[config.mk]
export PLATFORM = sky130hd
export DESIGN_NAME = ahb_arbiter_2m_flat
export DESIGN_NICKNAME = d
export VERILOG_FILES = /design/src/rtl/ahb_pkg.sv /design/src/rtl/ahb_arbiter_2m_if.sv /design/src/rtl/ahb_arb_pick.sv /design/src/rtl/ahb_arbiter_2m.sv /design/src/flat_wrapper.sv
export SDC_FILE = /design/constraint.sdc
export NUM_CORES = 1
export LEC_CHECK = 0
export BUFFER_PORTS_ARGS = -buffer_cell sky130_fd_sc_hd__buf_2
export CAP_MARGIN = 40
export CELL_PAD_IN_SITES_DETAIL_PLACEMENT = 0
export CELL_PAD_IN_SITES_GLOBAL_PLACEMENT = 1
export CORE_MARGIN = 10
export CORE_UTILIZATION = 21
export CTS_CLUSTER_SIZE = 12
export DETAILED_ROUTE_END_ITERATION = 8
export GPL_TIMING_DRIVEN = 0
export PLACE_DENSITY_LB_ADDON = 0.1
export SYNTH_ARGS = -nofsm -noshare
export SYNTH_HDL_FRONTEND = slang
export SYNTH_SLANG_ARGS = --single-unit
export TNS_END_PERCENT = 50
[constraint.sdc]
create_clock -name HCLK -period 5.55 [get_ports HCLK]
set_input_delay 1.665 -clock HCLK [delete_from_list [all_inputs] [get_ports HCLK]]
set_output_delay 1.665 -clock HCLK [all_outputs]
set_load 0.01 [all_outputs]
[src/rtl/ahb_pkg.sv]
`default_nettype none
// +----------------------------------------------------------------------+
// | Module : ahb_pkg                                                     |
// | Brief  : Shared AHB-Lite types and arbiter state/master encodings.   |
// | Rev    : 1.0  initial release                                        |
// +----------------------------------------------------------------------+
package ahb_pkg;

   typedef enum logic [1:0] {
      IDLE   = 2'b00,
      BUSY   = 2'b01,
      NONSEQ = 2'b10,
      SEQ    = 2'b11
   } htrans_t;

   typedef enum logic [1:0] {
      SIZE_BYTE  = 2'b00,
      SIZE_HALF  = 2'b01,
      SIZE_WORD  = 2'b10,
      SIZE_DWORD = 2'b11
   } hsize_t;

   typedef enum logic [1:0] {
      PARK  = 2'd0,
      GNT_A = 2'd1,
      GNT_B = 2'd2
   } arb_state_t;

   localparam logic MST_A = 1'b0;
   localparam logic MST_B = 1'b1;

   function automatic logic is_active(htrans_t t);
      return (t == NONSEQ) || (t == SEQ);
   endfunction

endpackage
`default_nettype wire

[src/rtl/ahb_arbiter_2m_if.sv]
`default_nettype none
// +----------------------------------------------------------------------+
// | Module : ahb_arbiter_2m_if                                           |
// | Brief  : Two-master request/address bus plus shared slave-side bus.  |
// | Rev    : 1.0  initial release                                        |
// +----------------------------------------------------------------------+
interface ahb_arbiter_2m_if;
   import ahb_pkg::*;

   logic        HBUSREQ_A, HBUSREQ_B;
   logic        HLOCK_A, HLOCK_B;
   htrans_t     HTRANS_A, HTRANS_B;
   logic [31:0] HADDR_A, HADDR_B;
   logic        HWRITE_A, HWRITE_B;
   hsize_t      HSIZE_A, HSIZE_B;
   logic [31:0] HWDATA_A, HWDATA_B;
   logic        HREADY;

   logic        HGRANT_A, HGRANT_B;
   logic        HMASTER;
   logic        HMASTLOCK;
   logic [31:0] HADDR;
   htrans_t     HTRANS;
   logic        HWRITE;
   hsize_t      HSIZE;
   logic [31:0] HWDATA;
   logic        arbiter_WR;

   // Arbiter-side view.
   modport slave (
      input  HBUSREQ_A, HBUSREQ_B, HLOCK_A, HLOCK_B, HTRANS_A, HTRANS_B,
             HADDR_A, HADDR_B, HWRITE_A, HWRITE_B, HSIZE_A, HSIZE_B,
             HWDATA_A, HWDATA_B, HREADY,
      output HGRANT_A, HGRANT_B, HMASTER, HMASTLOCK, HADDR, HTRANS,
             HWRITE, HSIZE, HWDATA, arbiter_WR
   );

   // Master/environment-side view.
   modport master (
      output HBUSREQ_A, HBUSREQ_B, HLOCK_A, HLOCK_B, HTRANS_A, HTRANS_B,
             HADDR_A, HADDR_B, HWRITE_A, HWRITE_B, HSIZE_A, HSIZE_B,
             HWDATA_A, HWDATA_B, HREADY,
      input  HGRANT_A, HGRANT_B, HMASTER, HMASTLOCK, HADDR, HTRANS,
             HWRITE, HSIZE, HWDATA, arbiter_WR
   );

endinterface
`default_nettype wire

[src/rtl/ahb_arb_pick.sv]
`default_nettype none
// +----------------------------------------------------------------------+
// | Module : ahb_arb_pick                                                |
// | Brief  : Combinational two-way winner select (fixed or round-robin). |
// | Rev    : 1.0  initial release                                        |
// +----------------------------------------------------------------------+
module ahb_arb_pick
   import ahb_pkg::*;
#(
   parameter int ROUND_ROBIN = 1
) (
   input  logic req_a,
   input  logic req_b,
   input  logic last_owner,
   output logic winner,
   output logic valid
);

   always_comb begin
      valid  = req_a | req_b;
      winner = MST_A;
      if (req_a && req_b) begin
         winner = (ROUND_ROBIN != 0) ? ~last_owner : MST_A;
      end else if (req_b) begin
         winner = MST_B;
      end
   end

endmodule
`default_nettype wire

[src/rtl/ahb_arbiter_2m.sv]
`default_nettype none
// +----------------------------------------------------------------------+
// | Module : ahb_arbiter_2m                                              |
// | Brief  : Two-master AHB-Lite arbiter with address/write-data mux.    |
// | Rev    : 1.0  initial release                                        |
// +----------------------------------------------------------------------+
module ahb_arbiter_2m
   import ahb_pkg::*;
#(
   parameter int ROUND_ROBIN = 1,
   parameter int MAX_BURST   = 16,
   parameter int DEF_MASTER  = 0
) (
   input  logic             HCLK,
   input  logic             HRESETn,
   ahb_arbiter_2m_if.slave  bus
);

   localparam int               CNT_W   = $clog2(MAX_BURST + 1);
   localparam logic [CNT_W-1:0] MAX_CNT = CNT_W'(MAX_BURST);
   localparam logic             DEF_ID  = (DEF_MASTER != 0);

   arb_state_t       state, state_next;
   logic             last_owner, last_next;
   logic             hmaster, data_owner, hmastlock, arb_wr;
   logic [CNT_W-1:0] beat_cnt;
   logic             grant_a, grant_b, granted;
   logic             own_req, own_lock, other_req, settled, rearb;
   htrans_t          own_trans;
   logic             win, win_valid;

   ahb_arb_pick #(.ROUND_ROBIN(ROUND_ROBIN)) u_pick (
      .req_a      (bus.HBUSREQ_A),
      .req_b      (bus.HBUSREQ_B),
      .last_owner (last_owner),
      .winner     (win),
      .valid      (win_valid)
   );

   always_ff @(posedge HCLK or negedge HRESETn) begin
      if (!HRESETn) begin
         state      <= PARK;
         last_owner <= MST_A;
      end else if (bus.HREADY) begin
         state      <= state_next;
         last_owner <= last_next;
      end
   end

   always_comb begin
      grant_a = 1'b0;
      grant_b = 1'b0;
      case (state)
         GNT_A:   grant_a = 1'b1;
         GNT_B:   grant_b = 1'b1;
         default: begin
            grant_a = (DEF_ID == MST_A);
            grant_b = (DEF_ID == MST_B);
         end
      endcase
      granted   = grant_b;
      own_req   = granted ? bus.HBUSREQ_B : bus.HBUSREQ_A;
      own_lock  = granted ? bus.HLOCK_B   : bus.HLOCK_A;
      own_trans = granted ? bus.HTRANS_B  : bus.HTRANS_A;
      other_req = granted ? bus.HBUSREQ_A : bus.HBUSREQ_B;
      // IDLE and burst-limit only count once the grantee owns the address
      // phase; before that its HTRANS is not on the bus and the counter
      // still reflects the previous owner.
      settled   = (hmaster == granted);

      if (state == PARK) begin
         rearb = 1'b1;
      end else if (own_lock) begin
         rearb = (own_trans == IDLE) && !own_req;
      end else begin
         rearb = !own_req ||
                 (settled && ((own_trans == IDLE) ||
                              ((beat_cnt == MAX_CNT) && other_req)));
      end

      state_next = state;
      last_next  = last_owner;
      if (rearb) begin
         if (win_valid) begin
            state_next = win ? GNT_B : GNT_A;
            last_next  = win;
         end else begin
            state_next = PARK;
         end
      end
   end

   always_ff @(posedge HCLK or negedge HRESETn) begin
      if (!HRESETn) begin
         hmaster    <= DEF_ID;
         data_owner <= DEF_ID;
         hmastlock  <= 1'b0;
         arb_wr     <= 1'b0;
         beat_cnt   <= '0;
      end else if (bus.HREADY) begin
         hmaster    <= granted;
         data_owner <= hmaster;
         hmastlock  <= own_lock;
         arb_wr     <= bus.HWRITE && is_active(bus.HTRANS);
         if (granted != hmaster) begin
            beat_cnt <= '0;
         end else if (is_active(bus.HTRANS) && (beat_cnt != MAX_CNT)) begin
            beat_cnt <= beat_cnt + 1'b1;
         end
      end
   end

   assign bus.HGRANT_A   = grant_a;
   assign bus.HGRANT_B   = grant_b;
   assign bus.HMASTER    = hmaster;
   assign bus.HMASTLOCK  = hmastlock;
   assign bus.arbiter_WR = arb_wr;
   assign bus.HADDR      = hmaster ? bus.HADDR_B  : bus.HADDR_A;
   assign bus.HTRANS     = hmaster ? bus.HTRANS_B : bus.HTRANS_A;
   assign bus.HWRITE     = hmaster ? bus.HWRITE_B : bus.HWRITE_A;
   assign bus.HSIZE      = hmaster ? bus.HSIZE_B  : bus.HSIZE_A;
   assign bus.HWDATA     = data_owner ? bus.HWDATA_B : bus.HWDATA_A;

endmodule
`default_nettype wire

[src/flat_wrapper.sv]
// flat-port wrapper written by rule: the top's interface ports become plain ports
module ahb_arbiter_2m_flat import ahb_pkg::*;
#(
   parameter int ROUND_ROBIN = 1,
   parameter int MAX_BURST   = 16,
   parameter int DEF_MASTER  = 0
)
  (HCLK, HRESETn, bus_HBUSREQ_A, bus_HBUSREQ_B, bus_HLOCK_A, bus_HLOCK_B, bus_HTRANS_A, bus_HTRANS_B, bus_HADDR_A, bus_HADDR_B, bus_HWRITE_A, bus_HWRITE_B, bus_HSIZE_A, bus_HSIZE_B, bus_HWDATA_A, bus_HWDATA_B, bus_HREADY, bus_HGRANT_A, bus_HGRANT_B, bus_HMASTER, bus_HMASTLOCK, bus_HADDR, bus_HTRANS, bus_HWRITE, bus_HSIZE, bus_HWDATA, bus_arbiter_WR);
  ahb_arbiter_2m_if bus_i ();
  input  logic HCLK;
  input  logic HRESETn;
  input wire logic [$bits(bus_i.HBUSREQ_A)-1:0] bus_HBUSREQ_A;
  input wire logic [$bits(bus_i.HBUSREQ_B)-1:0] bus_HBUSREQ_B;
  input wire logic [$bits(bus_i.HLOCK_A)-1:0] bus_HLOCK_A;
  input wire logic [$bits(bus_i.HLOCK_B)-1:0] bus_HLOCK_B;
  input wire logic [$bits(bus_i.HTRANS_A)-1:0] bus_HTRANS_A;
  input wire logic [$bits(bus_i.HTRANS_B)-1:0] bus_HTRANS_B;
  input wire logic [$bits(bus_i.HADDR_A)-1:0] bus_HADDR_A;
  input wire logic [$bits(bus_i.HADDR_B)-1:0] bus_HADDR_B;
  input wire logic [$bits(bus_i.HWRITE_A)-1:0] bus_HWRITE_A;
  input wire logic [$bits(bus_i.HWRITE_B)-1:0] bus_HWRITE_B;
  input wire logic [$bits(bus_i.HSIZE_A)-1:0] bus_HSIZE_A;
  input wire logic [$bits(bus_i.HSIZE_B)-1:0] bus_HSIZE_B;
  input wire logic [$bits(bus_i.HWDATA_A)-1:0] bus_HWDATA_A;
  input wire logic [$bits(bus_i.HWDATA_B)-1:0] bus_HWDATA_B;
  input wire logic [$bits(bus_i.HREADY)-1:0] bus_HREADY;
  output wire logic [$bits(bus_i.HGRANT_A)-1:0] bus_HGRANT_A;
  output wire logic [$bits(bus_i.HGRANT_B)-1:0] bus_HGRANT_B;
  output wire logic [$bits(bus_i.HMASTER)-1:0] bus_HMASTER;
  output wire logic [$bits(bus_i.HMASTLOCK)-1:0] bus_HMASTLOCK;
  output wire logic [$bits(bus_i.HADDR)-1:0] bus_HADDR;
  output wire logic [$bits(bus_i.HTRANS)-1:0] bus_HTRANS;
  output wire logic [$bits(bus_i.HWRITE)-1:0] bus_HWRITE;
  output wire logic [$bits(bus_i.HSIZE)-1:0] bus_HSIZE;
  output wire logic [$bits(bus_i.HWDATA)-1:0] bus_HWDATA;
  output wire logic [$bits(bus_i.arbiter_WR)-1:0] bus_arbiter_WR;
  assign bus_i.HBUSREQ_A = bus_HBUSREQ_A;
  assign bus_i.HBUSREQ_B = bus_HBUSREQ_B;
  assign bus_i.HLOCK_A = bus_HLOCK_A;
  assign bus_i.HLOCK_B = bus_HLOCK_B;
  assign bus_i.HTRANS_A = bus_HTRANS_A;
  assign bus_i.HTRANS_B = bus_HTRANS_B;
  assign bus_i.HADDR_A = bus_HADDR_A;
  assign bus_i.HADDR_B = bus_HADDR_B;
  assign bus_i.HWRITE_A = bus_HWRITE_A;
  assign bus_i.HWRITE_B = bus_HWRITE_B;
  assign bus_i.HSIZE_A = bus_HSIZE_A;
  assign bus_i.HSIZE_B = bus_HSIZE_B;
  assign bus_i.HWDATA_A = bus_HWDATA_A;
  assign bus_i.HWDATA_B = bus_HWDATA_B;
  assign bus_i.HREADY = bus_HREADY;
  assign bus_HGRANT_A = bus_i.HGRANT_A;
  assign bus_HGRANT_B = bus_i.HGRANT_B;
  assign bus_HMASTER = bus_i.HMASTER;
  assign bus_HMASTLOCK = bus_i.HMASTLOCK;
  assign bus_HADDR = bus_i.HADDR;
  assign bus_HTRANS = bus_i.HTRANS;
  assign bus_HWRITE = bus_i.HWRITE;
  assign bus_HSIZE = bus_i.HSIZE;
  assign bus_HWDATA = bus_i.HWDATA;
  assign bus_arbiter_WR = bus_i.arbiter_WR;
  ahb_arbiter_2m #(.ROUND_ROBIN(ROUND_ROBIN), .MAX_BURST(MAX_BURST), .DEF_MASTER(DEF_MASTER)) u_core (.HCLK(HCLK), .HRESETn(HRESETn), .bus(bus_i));
endmodule
Yosys cells after proc, flatten, opt, wreduce, memory -nomap -nowiden --
Cells that the tools add are included.
Word-level totals: flip-flop bits (word level) 12, input port bits 145, output and inout bits 74, word-level logic and storage cells 52
Cells by class: add/sub/neg operators 1, equality and inequality tests 7, muxes and demuxes 19, bitwise operators 2, reduce and logical (&&, ||, !) cells 16
Operators by type and width (count):
- $mux 32 | 2
- $mux 1 | 10
- $mux 2 | 5
- $mux 5 | 2
- $eq 2x2->1 const B | 3
- $logic_and 1x1->1 | 6
- $add 5x1->5 const B | 1
- $eq 5x5->1 const B | 1
- $ne 5x5->1 const B | 1
- $logic_not 2->1 | 2
- $reduce_and 2->1 | 2
- $logic_or 1x1->1 | 3
- $reduce_and 3->1 | 1
- $reduce_bool 2->1 | 1
- $eq 1x1->1 | 1
- $logic_not 1->1 | 1
- $ne 1x1->1 | 1
- $not 1->1 | 1
- $or 1x1->1 | 1

Logic depth before layout (Yosys ltp) --
depth after elaboration 10, gate-level depth with buffers 8, depth with buffers taken out 8

Modules after synthesis --
From an unflattened synthesis, not the netlist that was laid out.
Unflattened totals: cell total of the unflattened synthesis 153, area, all modules 1562.7 sq um
Modules (own cells, without submodules):
- ahb_arbiter_2m | instances 1, cells an instance 151, area each 1549.0 sq um, seq. area each 300.3 sq um
- ahb_arb_pick | instances 1, cells an instance 2, area each 13.8 sq um, seq. area each 0.0 sq um

Worst setup path after synthesis --
No wires, ideal clock.
path type input-to-output, start point in bus_HTRANS_B[1], end point out bus_HTRANS[1], arrival 1.960 ns, required time 3.885 ns, slack 1.925 ns, stages on the path 1, buffers on the path 0, cells stage by stage mux2_2
Between the ends: cells in the longest elaborated chain, start to end 1
Ends and longest elaborated chain:
- start: declaration | line flat_wrapper.sv:17 | input wire logic [$bits(bus_i.HTRANS_B)-1:0] bus_HTRANS_B;
- $mux 2 | line ahb_arbiter_2m.sv:119 | assign bus.HTRANS = hmaster ? bus.HTRANS_B : bus.HTRANS_A;
- end: declaration | line flat_wrapper.sv:32 | output wire logic [$bits(bus_i.HTRANS)-1:0] bus_HTRANS;
Every way passes these cells.

Worst setup path in the final report --
start point in bus_HTRANS_A[1], end point out bus_HTRANS[1]
Between the ends: cells in the longest elaborated chain, start to end 1
Ends and longest elaborated chain:
- start: declaration | line flat_wrapper.sv:16 | input wire logic [$bits(bus_i.HTRANS_A)-1:0] bus_HTRANS_A;
- $mux 2 | line ahb_arbiter_2m.sv:119
Every way passes these cells.

==> impl_metrics.csv <==
group,metric,value,unit
run_status,status,"complete, no violations",
finish,drive_gt1_share,79.6,%
setup_path,cp_max_fo,4,
synthesis,synth-async-reset-ratio,100,%
clocking,numClockSinks,12,
sta,final_hold_viol_count,0,
routing,vias_per_cell,4.28,
routing,wl,9470,microns
global_routing,antenna_found_initial,0,
place,portBuffers,218,
floorplan,chipWidth,106,microns
sta,rsz0062_at_grt,"no",
clocking,cts_resized,0,
clocking,ctsHoldBuffers,0,
place,hpwl,8470,microns
finish,area_growth,81.1,%
routing,drc,0,
synthesis,synth_top_cell_by_area,"mux2_2",
clocking,clk_latency,0.24,ns
min_path,hp-start,"u_core.bus.arbiter_WR",
setup_path,worstReg2RegStart,"u_core.state[0]",
pwr,power,0.752,mW
sta,max_slew_margin,62.6,%
floorplan,initial_utilization,21.6,%
floorplan,num_rows,31,
sta,finClkSkew,0.00193,ns
place,place.gp.congestion,0.835,
min_path,min_path_type,"reg2reg",
global_routing,grt.overflow.total,0,
global_routing,first_global_vias,2168,
setup_path,startpoint,"bus_HTRANS_A[1]",
clocking,clock-root-buffer,"clkbuf_8",
finish,n_antenna_cell,0,
sta,tightest_slew,0.560,ns
clocking,clockBufferDepth,2,
floorplan,die-area,11300,sq um
synthesis,synth_ff_type,"dfrtp_1",
global_routing,track_usage,15.1,%
finish,post-route-util,39.1,%
routing,wire_per_inst,19.7,microns
sta,setup_viol,0,
setup_path,critPathCaptureType,"output pin",
pwr,p_per_area,265,nW/um^2
setup_path,ff2ff_path_depth,8,
routing,vias,2059,
synthesis,synth_top_cells_by_area,"mux2_2, dfrtp_1, xor2_1",
synthesis,syn_area,1570,sq um
routing,dr.pass1.iters,4,
clocking,cts_made_buffers,3,
clocking,cts_tree,"done",
synthesis,syn_nets,307,
synthesis,yosysTopAreaCellShare,51.1,%
global_routing,grt_pass1_wl,13700,microns
synthesis,synthDistinctLibCells,32,
clocking,post_cts_buffers,0,
sta,fmaxAchievable,256,MHz
setup_path,cp_data_arrival_time,2.24,ns
synthesis,yosysSeqAreaShare,19.2,%
setup_path,start_kind,"input pin",
floorplan,die_y,106,microns
sta,tns,0,ns
routing,drt-initial-drc-count,72,
setup_path,crit_required,3.88,ns
clocking,clk_pin_slew,0.06,ns
synthesis,yosys_warnings,0,
finish,layout.nets,530,
synthesis,syn_inst,160,
pwr,ir_drop,128,uV
synthesis,synth.avg_cell_area,9.78,sq um
setup_path,critPathKind,"in2out",
synthesis,ys_ff_latch,12,
job,cap_violations,0,
sta,slew_violations,0,
sta,layout_min_cycle_time,3.91,ns
floorplan,io_pins,219,
clocking,htreeDepth,1,
global_routing,grt_max_degree,13,
floorplan,core,7250,sq um
sta,timing.final.crit_share,70.4,%
min_path,whs_path_depth,2,
pwr,cellLeakagePower,1.51,nW
synthesis,synth_edf_count,0,
routing,drt.antenna.violating_nets,0,
[worst max-delay path, stage by stage]
cell and delay [ns]:
buf_2 0.11, mux2_2 0.30, buf_2 0.16
[registers in the layout, summed over array words and instances (netlist names)]
register               count
u_core.beat_cnt            5
u_core.state               2
u_core.bus.HMASTER         1
u_core.bus.HMASTLOCK       1
u_core.bus.arbiter_WR      1
u_core.data_owner          1
u_core.last_owner          1
[cell families after synthesis]
| kind of cell | Yosys count | synth area share (%) |
|---|---|---|
| buffers and inverters | 17 | 4.96 |
| and+or+nand+nor | 29 | 9.03 |
| muxes | 73 | 52.4 |
| xor gates and xnor gates | 4 | 2.24 |
| adders and majority gates | 2 | 1.60 |
| DFF | 12 | 19.2 |
| AOI/OAI and AO/OA | 23 | 10.6 |
[cell usage in the layout (no fill, tap or decap)]
master / count
xor2_1: 4
o21ai_0: 4
mux2i_1: 2
nand3_1: 4
dfrtp_1: 12
nand2_1: 7
or4b_1: 1
and2_1: 1
clkbuf_1: 6
nor3_2: 1
a211o_1: 1
clkbuf_8: 5
ha_1: 2
a211oi_2: 1
a21oi_1: 5
a31oi_1: 2
inv_1: 6
o22ai_1: 1
mux2_2: 71
o31ai_1: 2
o31a_2: 2
nand4_1: 2
nor2_1: 9
and3_1: 2
o21bai_1: 1
nor3_1: 2
o2111a_1: 1
inv_2: 1
o21a_1: 1
o21ai_2: 1
o311a_2: 1
buf_2: 221
[where the power goes]
group          total (mW)  leakage (nW)  switching (mW)  internal, mW
registers           0.146         0.154          0.0311         0.115
logic               0.508          1.33           0.252         0.256
clock network      0.0975        0.0288          0.0348        0.0628
total               0.752          1.51           0.318         0.434
[synthesized netlist by cell type, types with 2 or more instances]
library cell / count
mux2_2: 71
dfrtp_1: 12
nor2_1: 9
nand2_1: 7
clkbuf_1: 6
inv_1: 6
a21oi_1: 5
nand3_1: 4
o21ai_0: 4
xor2_1: 4
buf_2: 3
a31oi_1: 2
and3_1: 2
ha_1: 2
mux2i_1: 2
nand4_1: 2
nor3_1: 2
o31a_2: 2
o31ai_1: 2
[final timing paths]
check,endpoint,slack (ns)
setup / recovery,bus_HTRANS[1],1.64
hold / removal,u_core.bus.arbiter_WR,0.52
setup reg to reg,u_core.state[0],3.65
hold reg to reg,u_core.bus.arbiter_WR,0.52
max in group asynchronous,u_core.state[0],4.03
min in group asynchronous,u_core.beat_cnt[1],1.30
[stage by stage]
step	worst slack (ns)	instances	area, sq um	hold slack (ns)
2_1_floorplan	1.93	160	1570	0.505
3_3_place_gp	1.63	477	2780	0.503
3_5_place_dp	1.63	477	2780	0.516
4_1_cts	1.56	481	2840	0.529
5_1_grt	1.44	481	2840	0.550
6_report	1.64	481	2840	0.521
[final cells by class]
type                    count  area, sq um
fillers                   778         4420
multi-input cells         131         1190
repair buffers            218         1090
flip-flops and latches     12          300
well taps                  99          124
clock buffers               4         55.1
plain buffers              10         51.3
inverters                   7         26.3
[metal layers]
metal	vias up	share of wire (%)	wire length, microns	track usage (%)
met1	928	36	3410	16.2
met5	-	0	0	0
met3	4	9.1	863	4.35
li1	1038	-	-	-
met2	89	54	5130	28.9
met4	0	0.58	55	2.51
(Power assumes the default switching activity.)
